**config.mk**
```make
export PLATFORM = sky130hd
export DESIGN_NAME = demorgan_truth_table_sequencer
export DESIGN_NICKNAME = d
export VERILOG_FILES = /design/src/rtl/demorgan_truth_table_sequencer.sv
export SDC_FILE = /design/constraint.sdc
export NUM_CORES = 1
export LEC_CHECK = 0
export CAP_MARGIN = 40
export CORE_MARGIN = 8
export CORE_UTILIZATION = 50
export DETAILED_ROUTE_END_ITERATION = 6
export DONT_BUFFER_PORTS = 1
export MAX_ROUTING_LAYER = met4
export PLACE_DENSITY = 0.61
export SLEW_MARGIN = 20
export SYNTH_ARGS = -nofsm -noshare
export SYNTH_HDL_FRONTEND = slang
export SYNTH_SLANG_ARGS = --single-unit
export TNS_END_PERCENT = 10
```
**constraint.sdc**
```tcl
create_clock -name i_clk -period 2.9 [get_ports i_clk]
set_clock_uncertainty 0.15 [all_clocks]
set_input_delay 0.29 -clock i_clk [delete_from_list [all_inputs] [get_ports i_clk]]
set_output_delay 0.29 -clock i_clk [all_outputs]
set_load 0.01 [all_outputs]
```
**src/rtl/demorgan_truth_table_sequencer.sv**
```systemverilog
// Steps a 3-input De Morgan gate pair through all 8 vectors and checks
// both outputs against (~a & ~b) | ~c, reporting pass, count and first failure.
module demorgan_truth_table_sequencer #(
    parameter int unsigned SETTLE_CYCLES = 1
) (
    input  logic       i_clk,
    input  logic       i_rst,
    input  logic       i_start,
    input  logic       i_abort,
    input  logic       i_dut_lhs,
    input  logic       i_dut_rhs,
    output logic       o_drive_a,
    output logic       o_drive_b,
    output logic       o_drive_c,
    output logic       o_busy,
    output logic       o_done,
    output logic       o_pass,
    output logic [3:0] o_mismatch_cnt,
    output logic       o_fail_seen,
    output logic [2:0] o_first_fail_vec
);

    localparam logic [1:0] S_IDLE   = 2'd0;
    localparam logic [1:0] S_SETTLE = 2'd1;
    localparam logic [1:0] S_SAMPLE = 2'd2;
    localparam logic [1:0] S_DONE   = 2'd3;

    localparam logic [3:0] SETTLE_LOAD = 4'(SETTLE_CYCLES - 1);

    logic [1:0] r_state;
    logic [2:0] r_vec;
    logic [3:0] r_settle_cnt;
    logic       r_busy;
    logic       r_done;
    logic       r_pass;
    logic [3:0] r_mismatch_cnt;
    logic       r_fail_seen;
    logic [2:0] r_first_fail_vec;

    logic w_golden;
    logic w_vec_fail;

    assign w_golden   = (~r_vec[2] & ~r_vec[1]) | ~r_vec[0];
    assign w_vec_fail = (i_dut_lhs != w_golden) || (i_dut_rhs != w_golden);

    always_ff @(posedge i_clk) begin
        if (i_rst) begin
            r_state          <= S_IDLE;
            r_vec            <= 3'd0;
            r_settle_cnt     <= 4'd0;
            r_busy           <= 1'b0;
            r_done           <= 1'b0;
            r_pass           <= 1'b0;
            r_mismatch_cnt   <= 4'd0;
            r_fail_seen      <= 1'b0;
            r_first_fail_vec <= 3'd0;
        end else begin
            r_done <= 1'b0;
            // Abort in any active state drops the run but keeps partial counts.
            if (i_abort && (r_state != S_IDLE)) begin
                r_state <= S_IDLE;
                r_busy  <= 1'b0;
                r_pass  <= 1'b0;
                r_vec   <= 3'd0;
            end else begin
                case (r_state)
                    S_IDLE: begin
                        if (i_start && !i_abort) begin
                            r_state          <= S_SETTLE;
                            r_vec            <= 3'd0;
                            r_settle_cnt     <= SETTLE_LOAD;
                            r_busy           <= 1'b1;
                            r_pass           <= 1'b0;
                            r_mismatch_cnt   <= 4'd0;
                            r_fail_seen      <= 1'b0;
                            r_first_fail_vec <= 3'd0;
                        end
                    end
                    S_SETTLE: begin
                        if (r_settle_cnt != 4'd0) begin
                            r_settle_cnt <= r_settle_cnt - 4'd1;
                        end else begin
                            r_state <= S_SAMPLE;
                        end
                    end
                    S_SAMPLE: begin
                        if (w_vec_fail) begin
                            r_mismatch_cnt <= r_mismatch_cnt + 4'd1;
                            if (!r_fail_seen) begin
                                r_fail_seen      <= 1'b1;
                                r_first_fail_vec <= r_vec;
                            end
                        end
                        if (r_vec == 3'd7) begin
                            r_state <= S_DONE;
                        end else begin
                            r_vec        <= r_vec + 3'd1;
                            r_settle_cnt <= SETTLE_LOAD;
                            r_state      <= S_SETTLE;
                        end
                    end
                    S_DONE: begin
                        r_done  <= 1'b1;
                        r_pass  <= (r_mismatch_cnt == 4'd0);
                        r_busy  <= 1'b0;
                        r_state <= S_IDLE;
                    end
                    default: begin
                        r_state <= S_IDLE;
                    end
                endcase
            end
        end
    end

    assign o_drive_a        = r_vec[2];
    assign o_drive_b        = r_vec[1];
    assign o_drive_c        = r_vec[0];
    assign o_busy           = r_busy;
    assign o_done           = r_done;
    assign o_pass           = r_pass;
    assign o_mismatch_cnt   = r_mismatch_cnt;
    assign o_fail_seen      = r_fail_seen;
    assign o_first_fail_vec = r_first_fail_vec;

endmodule

```
==> run_results.csv <==
group,metric,value,unit
place,dpl_cell_area,1115,µm²
finish,multi_input_gate_area,653.1,µm²
timing,worst_slew_margin_rel,46.08,%
routing,avgRoutedWirePerCell,16.04,µm
place,io_buffer_count,0,
setup_path,crit_path_max_fanout,28,
floorplanning,design.core.area,2170,µm²
finish,postLayoutCoreUtil,53.52,%
cts,cts-buffers-inserted,3,
floorplanning,pin_count,20,
finish,finalNonFillerCells,160,
timing,worst_pin_slew,0.8078,ns
synthesis,synthesized_area_per_cell,8.338,µm²
synthesis,ys.warnings.count,0,
floorplanning,initial_utilization,51.50,%
finish,fillerInstances,226,
floorplanning,die-area,4003,µm²
finish,num_antenna_cells,0,
setup_path,rr_endpoint,"o_first_fail_vec[0]$_SDFFE_PP0P_",
cts,clock_sink_count,20,
global_routing,grt_pass1_wl,4.429,mm
finish,drive_above_1_share,4.545,%
global_routing,number_of_antenna_violations_at_the_first_check_in_global_routing,0,
min_path,startpoint_of_the_most_critical_hold_path,"i_rst",
synthesis,yosys_register_bits,20,
flow_run,max_cap_violations,0,
timing,rsz0062_at_grt,"no",
place,placed_cells,155,
power,power-per-cell-area,449.7,nW/µm²
routing,met3RoutedLength,127,µm
min_path,hold_crit_depth,2,
setup_path,critical_path_end_type,"flop",
setup_path,crit_buf_inv,0,
cts,cts_max_path_buffers,2,
global_routing,grt_pass1_vias,924,
routing,routed_wl,2.566,mm
min_path,hold_class,"input pin to flop",
synthesis,yosysUniqueCellTypes,36,
run_status,status,"finished clean",
cts,worst_skew_pair.late_latency,0.30,ns
timing,final.min_clock_period,2.203,ns
finish,seqCellArea,400.4,µm²
place,dp_worst_setup_slack,0.7807,ns
setup_path,cp-start-kind,"flop",
global_routing,grt_start_max_net_pins,29,
cts,cts_htree_levels,1,
power,power_leakage,0.4233,nW
setup_path,setup.reg_to_reg.worst_slack,0.70,ns
floorplanning,die_height,63.27,µm
routing,first_iteration_detailed_routing_drc_count,29,
cts,clkTransAtPathRegs,0.11,ns
setup_path,critPathSlowestCell,"sky130_fd_sc_hd__dfxtp_1",
timing,hold_viol_final,0,
routing,avgViaCountPerCell,6.181,
synthesis,synth.yosys.seq_area_share,35.83,%
cts,buffers_inserted_during_post_cts_setup_optimization,0,
routing,route.vias.total,989,
timing,setup_violations,0,
power,total_power,0.5221,mW
timing,setup_ws,0.6968,ns
cts,clock_tree_from_tritoncts,"built",
place,detailedPlacementHpwl,1.849,mm
setup_path,cp_top_family,"flip-flops",
timing,timing.fmax,0.4539,GHz
finish,design_area,1161,µm²
synthesis,synthFlopType,"sky130_fd_sc_hd__dfxtp_1",
setup_path,worstPathCellList,"nor4b_1 -> mux2i_1 -> a31oi_1 -> a22o_1",
setup_path,r2r.worst_path.cells,4,
cts,cts.root.buffer_cell,"sky130_fd_sc_hd__clkbuf_4",
synthesis,synth_edf_count,0,
routing,drt.antenna.violating_nets,0,
timing,finalCritPeriodShare,75.97,%
setup_path,worst_ep_required_time,3.00,ns
synthesis,asr_flop_ratio_synth,0,%
setup_path,critPathKind,"flop to flop",
setup_path,slowest_delay,0.87,ns
place,place_congestion,0.8135,
timing,fin_setup_tns,0,ns
routing,detail_route.wirelength.met1,1.234,mm
setup_path,rr_startpoint,"r_state[1]$_SDFFE_PP0P_",
min_path,capture_endpoint_of_the_worst_hold_path,"o_mismatch_cnt[1]$_SDFFE_PP0P_",
floorplanning,dieWidth,63.27,µm
setup_path,arrival,2.30,ns
finish,final_net_count,145,
timing,final-max-slew-violation-count,0,
routing,dr_wl_met2,1.184,mm
routing,topRoutingLayerUsed,"met4",
synthesis,synthesized_area,1117,µm²
synthesis,syn_nets,146,
global_routing,globalRouteOverflowTotal,0,
floorplanning,site_rows,17,
synthesis,post_synthesis_cells,134,
finish,layout-area-overhead-vs-synth,3.919,%
routing,drt-pass1-iter-count,4,
power,peakVddDrop,256.2,µV
global_routing,grt_usage,13.66,%
routing,drc_errors,0,
timing,finalHoldWorstSlack,0.03343,ns
worst register-to-register path: stages, from the launching register on:
cell and delay (ns):
sky130_fd_sc_hd__dfxtp_1 0.87, sky130_fd_sc_hd__nor4b_1 0.40, sky130_fd_sc_hd__mux2i_1 0.21, sky130_fd_sc_hd__a31oi_1 0.33, sky130_fd_sc_hd__a22o_1 0.20
worst max-delay path by stage:
stage / startpoint / end / slack (ns) / cells past startpoint
finish: r_state[1]$_SDFFE_PP0P_ / o_first_fail_vec[0]$_SDFFE_PP0P_ / 0.70 / 4
global route: r_state[1]$_SDFFE_PP0P_ / o_first_fail_vec[2]$_SDFFE_PP0P_ / 0.44 / 4
CTS: r_state[1]$_SDFFE_PP0P_ / o_first_fail_vec[0]$_SDFFE_PP0P_ / 0.75 / 4
detailed placement: r_state[1]$_SDFFE_PP0P_ / o_first_fail_vec[1]$_SDFFE_PP0P_ / 0.78 / 4
global placement: r_state[0]$_SDFFE_PP0P_ / o_mismatch_cnt[2]$_SDFFE_PP0P_ / 0.85 / 4
floorplan: r_vec[0]$_SDFFE_PP0P_ / o_mismatch_cnt[2]$_SDFFE_PP0P_ / 1.05 / 4
cells by family (layout without fill, tap and decap cells):
kind of cell / Yosys count / count (layout) / share of synthesized area (%)
compound gates: 37 / 37 / 20.94
simple gates: 55 / 55 / 28.55
buf+inv: 14 / 12 / 5.712
mux: 2 / 2 / 2.239
fa+ha+maj: 6 / 6 / 6.719
flops: 20 / 20 / 35.83
where the power goes:
| group | internal [mW] | total (mW) | switching [mW] |
|---|---|---|---|
| clock | 0.0765 | 0.163 | 0.0867 |
| combinational | 0.0244 | 0.0588 | 0.0344 |
| sequential | 0.283 | 0.300 | 0.0171 |
flip-flops by register name, indices dropped and copies added (netlist names):
signal            count
o_busy                1
o_done                1
o_fail_seen           1
o_first_fail_vec      3
o_mismatch_cnt        4
o_pass                1
r_settle_cnt          4
r_state               2
r_vec                 3
cell usage after synthesis, types with 2 or more instances:
library cell	instances	area, µm²
sky130_fd_sc_hd__nand3_1	5	25.02
sky130_fd_sc_hd__o21ai_0	6	30.03
sky130_fd_sc_hd__o2111ai_1	3	26.28
sky130_fd_sc_hd__inv_1	7	26.28
sky130_fd_sc_hd__nor3b_1	2	15.01
sky130_fd_sc_hd__ha_1	6	75.07
sky130_fd_sc_hd__or3_1	4	25.02
sky130_fd_sc_hd__nor4b_1	4	35.03
sky130_fd_sc_hd__o31ai_1	5	37.54
sky130_fd_sc_hd__clkbuf_1	5	18.77
sky130_fd_sc_hd__or4_1	2	15.01
sky130_fd_sc_hd__nand2_1	8	30.03
sky130_fd_sc_hd__a21oi_1	14	70.07
sky130_fd_sc_hd__a22o_1	3	26.28
sky130_fd_sc_hd__nor2_1	14	52.55
sky130_fd_sc_hd__and3_1	2	12.51
sky130_fd_sc_hd__nor4bb_1	2	20.02
sky130_fd_sc_hd__nand3b_1	2	15.01
sky130_fd_sc_hd__o21a_1	2	15.01
sky130_fd_sc_hd__a31oi_1	2	12.51
sky130_fd_sc_hd__dfxtp_1	20	400.4
sky130_fd_sc_hd__nor2b_1	2	12.51
placed cells by master, fill, tap and decap left out, types with 4 or more instances in the layout:
cell and n:
sky130_fd_sc_hd__nand2_1 8, sky130_fd_sc_hd__dfxtp_1 20, sky130_fd_sc_hd__o21ai_0 6, sky130_fd_sc_hd__a21oi_1 14, sky130_fd_sc_hd__nor4b_1 4, sky130_fd_sc_hd__nor2_1 14, sky130_fd_sc_hd__o31ai_1 5, sky130_fd_sc_hd__or3_1 4
sky130_fd_sc_hd__inv_1 7, sky130_fd_sc_hd__ha_1 6, sky130_fd_sc_hd__nand3_1 5
timing repair:
item / 4_1_cts / 5_1_grt
hold buffers: 1 / 0
endpoints found under the hold margin: 10 / 0
resized for setup: 0 / 0
cell type report:
cell class	instances	area share, %
clock buffers	4	3.125
inverters	7	2.263
well taps	28	3.017
multi-input cells	100	56.25
repair buffers	1	0.8621
flip-flops and latches	20	34.48
layer usage:
layer	up-vias	GRT usage, %
met4	0	5.850
met2	10	20.36
met5	-	-
met3	2	4.417
li1	491	-
met1	486	16.53
No activity file was read; power rests on OpenSTA's default activity.
